## config.mk

```make
export PLATFORM = sky130hd
export DESIGN_NAME = row_serializer
export DESIGN_NICKNAME = d
export VERILOG_FILES = /design/src/rtl/seq_pkg.sv /design/src/rtl/row_rom.sv /design/src/rtl/row_serializer.sv
export SDC_FILE = /design/constraint.sdc
export NUM_CORES = 1
export LEC_CHECK = 0
export ABC_CLOCK_PERIOD_IN_PS = 2700
export CAP_MARGIN = 10
export CORE_MARGIN = 1.5
export CORE_UTILIZATION = 55
export CTS_CLUSTER_SIZE = 16
export DETAILED_ROUTE_END_ITERATION = 12
export PLACE_DENSITY_LB_ADDON = 0.1
export SLEW_MARGIN = 30
export SYNTH_ARGS = -nofsm -noshare
export SYNTH_HDL_FRONTEND = slang
export SYNTH_SLANG_ARGS = --single-unit
```

## constraint.sdc

```tcl
create_clock -name clk -period 2.7 [get_ports clk]
set_input_delay 0.27 -clock clk [delete_from_list [all_inputs] [get_ports clk]]
set_output_delay 0.27 -clock clk [all_outputs]
set_load 0.005 [all_outputs]
```

## src/rtl/seq_pkg.sv

```systemverilog
// Shared definitions for the row serializer and the sequence detector bench:
// geometry defaults, serializer state encoding and the row ROM contents.
package seq_pkg;

  localparam int DATA_W = 16;
  localparam int ADDR_W = 5;
  localparam int DEPTH  = 32;

  typedef enum logic [1:0] {IDLE, LOAD, SHIFT, DONE} ser_state_t;

  // Row contents, index 0 first.
  localparam logic [DATA_W-1:0] ROW_DATA [DEPTH] = '{
    16'hA5C3, 16'h1234, 16'h8001, 16'hB3C5, 16'hFFFF, 16'h0000, 16'h5A5A, 16'hC0DE,
    16'h7E81, 16'h0F0F, 16'hF00F, 16'h3C3C, 16'h9669, 16'h1248, 16'h8421, 16'hE71D,
    16'h2B7A, 16'hDEAD, 16'hBEEF, 16'hCAFE, 16'hF00D, 16'h6B2C, 16'h4D91, 16'h0A50,
    16'h5C71, 16'h1357, 16'h2468, 16'hACE1, 16'h0001, 16'h8000, 16'h7FFE, 16'hAAAA
  };

endpackage

```

## src/rtl/row_rom.sv

```systemverilog
// Synchronous-read ROM holding ROW_DATA; one read port, data registered on clk.
module row_rom #(
  parameter int DATA_W = seq_pkg::DATA_W,
  parameter int ADDR_W = seq_pkg::ADDR_W,
  parameter int DEPTH  = seq_pkg::DEPTH
) (
  input  logic              clk,
  input  logic [ADDR_W-1:0] addr,
  output logic [DATA_W-1:0] data
);
  import seq_pkg::*;

  logic [DATA_W-1:0] mem [DEPTH];

  for (genvar i = 0; i < DEPTH; i++) begin : g_rom
    assign mem[i] = ROW_DATA[i];
  end

  // Registered read; contents are constant so no reset is needed.
  always_ff @(posedge clk) begin
    data <= mem[addr];
  end

endmodule

```

## src/rtl/row_serializer.sv

```systemverilog
// Reads one ROM row at Addr and streams it out one bit per clock with a
// valid qualifier and a sticky end-of-row flag. A new row starts after reset
// release or whenever Addr changes.
// Build option: SER_LSB_FIRST_EN emits each row LSB first (default MSB first).
module row_serializer #(
  parameter int DATA_W = seq_pkg::DATA_W,
  parameter int ADDR_W = seq_pkg::ADDR_W,
  parameter int DEPTH  = seq_pkg::DEPTH
) (
  input  logic              clk,
  input  logic              rst_n,
  input  logic [ADDR_W-1:0] Addr,
  output logic              bit_out,
  output logic              bit_valid,
  output logic              row_done,
  output logic              busy
);
  import seq_pkg::*;

  localparam int CNT_W = $clog2(DATA_W) + 1;
  localparam logic [CNT_W-1:0] CNT_LAST = CNT_W'(DATA_W - 1);
`ifdef SER_LSB_FIRST_EN
  localparam int OUT_IDX = 0;
`else
  localparam int OUT_IDX = DATA_W - 1;
`endif

  ser_state_t        state, state_nxt;
  logic [ADDR_W-1:0] addr_q;
  logic [DATA_W-1:0] shreg, rom_data;
  logic [CNT_W-1:0]  cnt;
  logic              addr_chg;

  // ROM is addressed straight from Addr so the word for the address latched
  // on the LOAD-entry edge is ready one cycle later.
  row_rom #(.DATA_W(DATA_W), .ADDR_W(ADDR_W), .DEPTH(DEPTH)) u_rom (
    .clk  (clk),
    .addr (Addr),
    .data (rom_data)
  );

  assign addr_chg = (Addr != addr_q);

  // State register.
  always_ff @(posedge clk or negedge rst_n) begin
    if (!rst_n) state <= IDLE;
    else        state <= state_nxt;
  end

  // Next state; an address change reloads ahead of the end-of-row transition.
  always_comb begin
    state_nxt = state;
    unique case (state)
      IDLE:    state_nxt = LOAD;
      LOAD:    state_nxt = addr_chg ? LOAD : SHIFT;
      SHIFT:   if (addr_chg)             state_nxt = LOAD;
               else if (cnt == CNT_LAST) state_nxt = DONE;
      DONE:    if (addr_chg)             state_nxt = LOAD;
      default: state_nxt = IDLE;
    endcase
  end

  // Address latch, row load and shift/count datapath.
  always_ff @(posedge clk or negedge rst_n) begin
    if (!rst_n) begin
      addr_q <= '0;
      shreg  <= '0;
      cnt    <= '0;
    end else begin
      if (state_nxt == LOAD) addr_q <= Addr;
      if (state == LOAD && state_nxt == SHIFT) begin
        shreg <= rom_data;
        cnt   <= '0;
      end else if (state == SHIFT) begin
`ifdef SER_LSB_FIRST_EN
        shreg <= {1'b0, shreg[DATA_W-1:1]};
`else
        shreg <= {shreg[DATA_W-2:0], 1'b0};
`endif
        cnt   <= cnt + CNT_W'(1);
      end
    end
  end

  assign bit_valid = (state == SHIFT);
  assign bit_out   = bit_valid & shreg[OUT_IDX];
  assign row_done  = (state == DONE);
  assign busy      = (state == LOAD) || (state == SHIFT);

endmodule

```

==> impl_metrics.toml, run 1 <==
[layout]
fin_cells = 374
syn2layout_area_growth_pct = 10.0
mostFrequentLayoutCells = "28 x dfrtp_1, 23 x mux2_2, 19 x a21oi_1"
final_nets = 328
drive_above_1_share_pct = 20.1
antenna_cells = 0
stdcell_area_um2 = 3190
final_common_cell = "dfrtp_1"
fin_util_pct = 62.5

[outcome]
outcome = "complete, no violations"

[critical_path]
worstPathMaxFanout = 19
worst-setup-path-type = "flop to primary output"
worst_setup_path_start_kind = "flop"
rr_endpoint = "shreg[11]"
reg2reg_slack_ns = 0.28
worstReg2RegStart = "cnt[0]"
crit_start = "state[0]"
reg2regPathDepth = 7
required_ns = 2.43
cp-end-kind = "primary output"
critPathArrivalTime_ns = 2.16

[synthesis]
synth_edf_count = 0
synth_cells = 295
synth_fa_ha_area_share_pct = 7.76
postSynthAreaPerCell_um2 = 9.84
synthSimpleGateAreaFrac_pct = 11.2
synth_area_um2 = 2900
synth_compound_area_share_pct = 20.2
async_flop_share_pct = 63.6
synth_fp_nets = 320
synth_top_family_by_area = "compound AO/OA/AOI/OAI gates"
synth-seq-cells = 44
synth.mux.area_fraction_pct = 17.1
yosysSeqAreaShare_pct = 35.2
synth_area_leaders = "dfrtp_1 24%, dfxtp_1 11%, mux2_2 8.9%"
yosys.area.top_type = "dfrtp_1"
synth_xor_area_share_pct = 3.06
synth-main-ff-cell = "dfrtp_1"
synth_warnings = 0
yosysTopAreaCellShare_pct = 24.1
synth.distinct_cells = 53

[routing]
num_vias = 2217
drt_iter0_markers = 157
drcViolationCount = 0
wl_mm = 5.99
wl_per_cell_um = 16.0
firstDrtPassIters = 4
postRouteAntennaNets = 0
viasPerCell = 5.93

[placed_design]
hpwlAfterDp_mm = 4.16
io_buffers = 10
gp_congestion = 0.852
place_area_um2 = 3070
dp.cells = 366

[sta]
rsz0062_at_grt = "false"
final-setup-viol-count = 0
final-hold-violation-count = 0
max_freq_mhz = 411
worst_pin_slew_ns = 0.447
relSlewSlack_pct = 70.2
tns_ns = 0
drv_slew = 0
hold_slack_ns = 0.342
skew_ns = 0.00753
fin_crit_ns = 2.43
period_share_pct = 90.2

[clock_network]
cts_tree = "yes"
ctsResizeCount = 0
clkTransAtPathRegs_ns = 0.09
clkSinkCount = 44
cts_hold_buf = 0
post_cts_buffers = 0
ctsRootBufferMaster = "clkbuf_8"
clock_path_buffers = 2
cts.htree.levels = 2
cts_buffers = 5
clk_latency_ns = 0.30

[grt]
antenna_found_initial = 0
grt_pass1_vias = 2102
grt_first_pass_wirelength_mm = 10.1
gr-total-overflow = 0
grt_use_total_pct = 23.6
grt_max_degree = 40

[floorplanning]
initial_utilization_pct = 56.8
die_h_um = 75.6
fp.dieW_um = 75.6
fp.dieArea_um2 = 5720
ios = 11
core_um2 = 5110
fp-row-count = 26

[power]
power.switching_uw = 808
pwr-share-comb_pct = 37.9
internal_power_mw = 1.69
p_per_area_nw_per_um2 = 783
power_frac_clock_pct = 21.4
p_sw_share_pct = 32.3
ir_drop_mv = 0.406
p_seq_share_pct = 40.7
power_leakage_nw = 1.39

[min_path]
min_path_type = "input pin to async pin"

[job]
cap_violations = 0
[sequential cells by signal, summed over array words and instances (netlist names)]
| signal | flops |
|---|---|
| state | 2 |
| cnt | 5 |
| shreg | 16 |
| addr_q | 5 |
| u_rom.data | 16 |
[how the worst max path moves through the flow]
stage / endpoint / slack, ns / depth (start not counted)
final: bit_out / 0.27 / 5
after global routing: bit_out / 0.12 / 5
after CTS: bit_out / 0.26 / 5
after detailed placement: shreg[11] / 0.24 / 5
after global placement: shreg[10] / 0.27 / 5
after floorplan: shreg[10] / 0.17 / 9
[synth_stat cells (3+ instances only)]
master,number
mux2_4,10
a211oi_1,7
o21ai_0,17
buf_1,4
clkbuf_1,15
mux2i_1,6
nor2_1,18
buf_6,3
nor3_1,6
nand2_1,18
o211ai_1,4
a41o_1,3
mux2_2,23
ha_1,18
nor2b_1,9
a22oi_1,4
a21oi_1,19
o311ai_0,3
dfrtp_1,28
dfxtp_1,16
o21a_1,5
a31oi_1,8
inv_1,8
xnor2_1,5
[logic make-up (layout without fill, tap and decap cells)]
kind of cell / Yosys count / after routing
xor gates and xnor gates: 8 / 8
buffers and inverters: 32 / 41
AOI/OAI and AO/OA: 88 / 88
and+or+nand+nor: 65 / 65
muxes: 40 / 40
adders and majority gates: 18 / 18
DFF: 44 / 44
[critical path, cell delays in order (launching register included)]
cell and delay, ns:
dfrtp_1 0.44, inv_1 0.10, ha_1 0.34, buf_4 0.32
and2_1 0.16, clkdlybuf4s50_1 0.49
[routing by layer]
metal | GRT usage (%) | vias to the layer above | wire [um]
li1 | - | 1100 | -
met1 | 34.3 | 1050 | 2880
met2 | 36.1 | 57 | 2760
met3 | 3.57 | 10 | 272
met4 | 7.74 | 0 | 81
met5 | 0 | - | 0
[layout make-up]
cell class	count	area, um2
Clock buffer	6	82.6
Clock inverter	2	38.8
Fill cell	447	1910
Inverter	8	30.0
Multi-Input combinational cell	219	1720
Sequential cell	44	1020
Tap cell	70	87.6
Timing Repair Buffer	25	213
[power by group through the flow]
| stage | Sequential [mW] | Clock, mW | Combinational [mW] |
|---|---|---|---|
| 2_1_floorplan | 0.989 | 0 | 0.767 |
| 3_3_place_gp | 1.03 | 0 | 0.928 |
| 3_5_place_dp | 1.04 | 0 | 0.943 |
| 4_1_cts | 1.02 | 0.546 | 0.948 |
| 5_1_grt | 1.05 | 0.573 | 1.05 |
| 6_report | 1.02 | 0.535 | 0.947 |
[per-stage QoR]
stage	setup slack, ns	power (mW)
floorplan	0.170	1.76
global placement	0.270	1.95
detailed placement	0.243	1.98
CTS	0.258	2.51
global route	0.121	2.68
finish	0.265	2.50
(Power assumes the default switching activity.)
==> inputs of run 2 (changes only) <==
- ABC_CLOCK_PERIOD_IN_PS: 2700 -> 2990
- CORE_UTILIZATION: 55 -> 60
- SLEW_MARGIN: 30 -> not set
- clock period: 2.7 -> 2.99 ns (I/O delays scaled with it)
==> impl_metrics.toml, run 2 (synthesis gave the netlist of run 1 again) <==
[clock_network]
clk_latency_ns = 0.30
clkTransAtPathRegs_ns = 0.08
clock_path_buffers = 2
ctsRootBufferMaster = "clkbuf_8"
cts_tree = "yes"
cts_buffers = 5
ctsResizeCount = 0
cts.htree.levels = 2
post_cts_buffers = 0
cts_hold_buf = 0
clkSinkCount = 44

[critical_path]
required_ns = 3.16
rr_endpoint = "shreg[12]"
worst-setup-path-type = "flop to flop"
reg2reg_slack_ns = 0.54
reg2regPathDepth = 7
critPathArrivalTime_ns = 2.63
worstReg2RegStart = "cnt[0]"
worst_setup_path_start_kind = "flop"
worstPathMaxFanout = 16
cp-end-kind = "flop"

[routing]
postRouteAntennaNets = 0
drt_iter0_markers = 131
viasPerCell = 6.33
drcViolationCount = 0
num_vias = 2240
wl_per_cell_um = 17.1
wl_mm = 6.04
firstDrtPassIters = 7

[layout]
top_regs = "shreg (16), u_rom.data (16)"
mostFrequentLayoutCells = "28 x dfrtp_1, 23 x mux2_2, 19 x a21oi_1"
final_common_cell = "dfrtp_1"
stdcell_area_um2 = 3130
final_nets = 324
antenna_cells = 0
n_fill_cell = 391
multi_input_area_um2 = 1720
syn2layout_area_growth_pct = 7.85
regArea_um2 = 1020
drive_above_1_share_pct = 18.7

[power]
ir_drop_mv = 0.492
p_per_area_nw_per_um2 = 708
finalPower_mw = 2.21
power_leakage_nw = 1.37

[sta]
rsz0062_at_grt = "false"
relSlewSlack_pct = 64.8
final-hold-violation-count = 0
setup_ws_ns = 0.539
period_share_pct = 82.0
max_freq_mhz = 408
skew_ns = 0.0108
drv_slew = 0
fin_crit_ns = 2.45
tns_ns = 0
final-setup-viol-count = 0
worst_pin_slew_ns = 0.527

[placed_design]
gp_congestion = 0.853
io_buffers = 10
hpwlAfterDp_mm = 4.17
post-place-ws_ns = 0.510
place_area_um2 = 3020

[grt]
grt_use_met1_pct = 35.5
grt_max_degree = 40
grtUsageMet3_pct = 3.75
met2_usage_pct = 38.8
grt_first_pass_wirelength_mm = 10.1
grt_busiest_layer = "met2"
gr-total-overflow = 0
grt_pass1_vias = 2053
antenna_found_initial = 0
grt_use_total_pct = 24.6

[floorplanning]
fp-row-count = 25
ios = 11
core_um2 = 4690
die_h_um = 72.5
fp.dieW_um = 72.5
initial_utilization_pct = 61.8
fp.dieArea_um2 = 5260

[outcome]
outcome = "complete, no violations"

[job]
cap_violations = 0

[min_path]
min_path_type = "input pin to async pin"
## run 2: cell type report
type                            count  area share (%)
Clock buffer                        6            2.32
Clock inverter                      2            1.12
Inverter                            8           0.960
Multi-Input combinational cell    219            55.0
Sequential cell                    44            32.6
Tap cell                           54            2.16
Timing Repair Buffer               21            5.84
## run 2: critical path, stage by stage, from the launching register on
cell and delay, ns:
dfrtp_1 0.41, ha_1 0.23, and3_1 0.19, ha_1 0.20, o21ai_1 0.19, nand2_1 0.10, or4_4 0.65, mux2_4 0.35
## run 2: per-layer routing
metal / vias up / share of wire, % / wire, um
met5: - / 0 / 0
met4: 0 / 1.2 / 74
met3: 10 / 5.8 / 350
met2: 74 / 47 / 2850
met1: 1075 / 46 / 2770
li1: 1081 / - / -
## run 2: worst max path at each step
stage | end | depth (start not counted) | from | slack [ns]
floorplan | shreg[10] | 9 | cnt[0] | 0.46
global placement | shreg[11] | 5 | Addr[0] | 0.55
detailed placement | shreg[10] | 5 | Addr[0] | 0.51
CTS | bit_out | 5 | state[0] | 0.52
global route | bit_out | 5 | state[0] | 0.39
finish | shreg[12] | 7 | cnt[0] | 0.54
## run 2: through the flow
stage / utilization [%] / hold WS [ns] / cells
2_1_floorplan: - / 0.00341 / 295
3_3_place_gp: 64.4 / 0.443 / 346
3_5_place_dp: 64.4 / 0.448 / 346
4_1_cts: 66.7 / 0.396 / 354
5_1_grt: 66.7 / 0.423 / 354
6_report: 66.7 / 0.384 / 354
## run 2: power breakdown
| group | total (mW) | internal, mW | leakage [nW] | switching (mW) |
|---|---|---|---|---|
| logic | 0.849 | 0.454 | 0.832 | 0.396 |
| registers | 0.921 | 0.791 | 0.480 | 0.130 |
| clock network | 0.444 | 0.248 | 0.0552 | 0.196 |
| total | 2.21 | 1.49 | 1.37 | 0.721 |
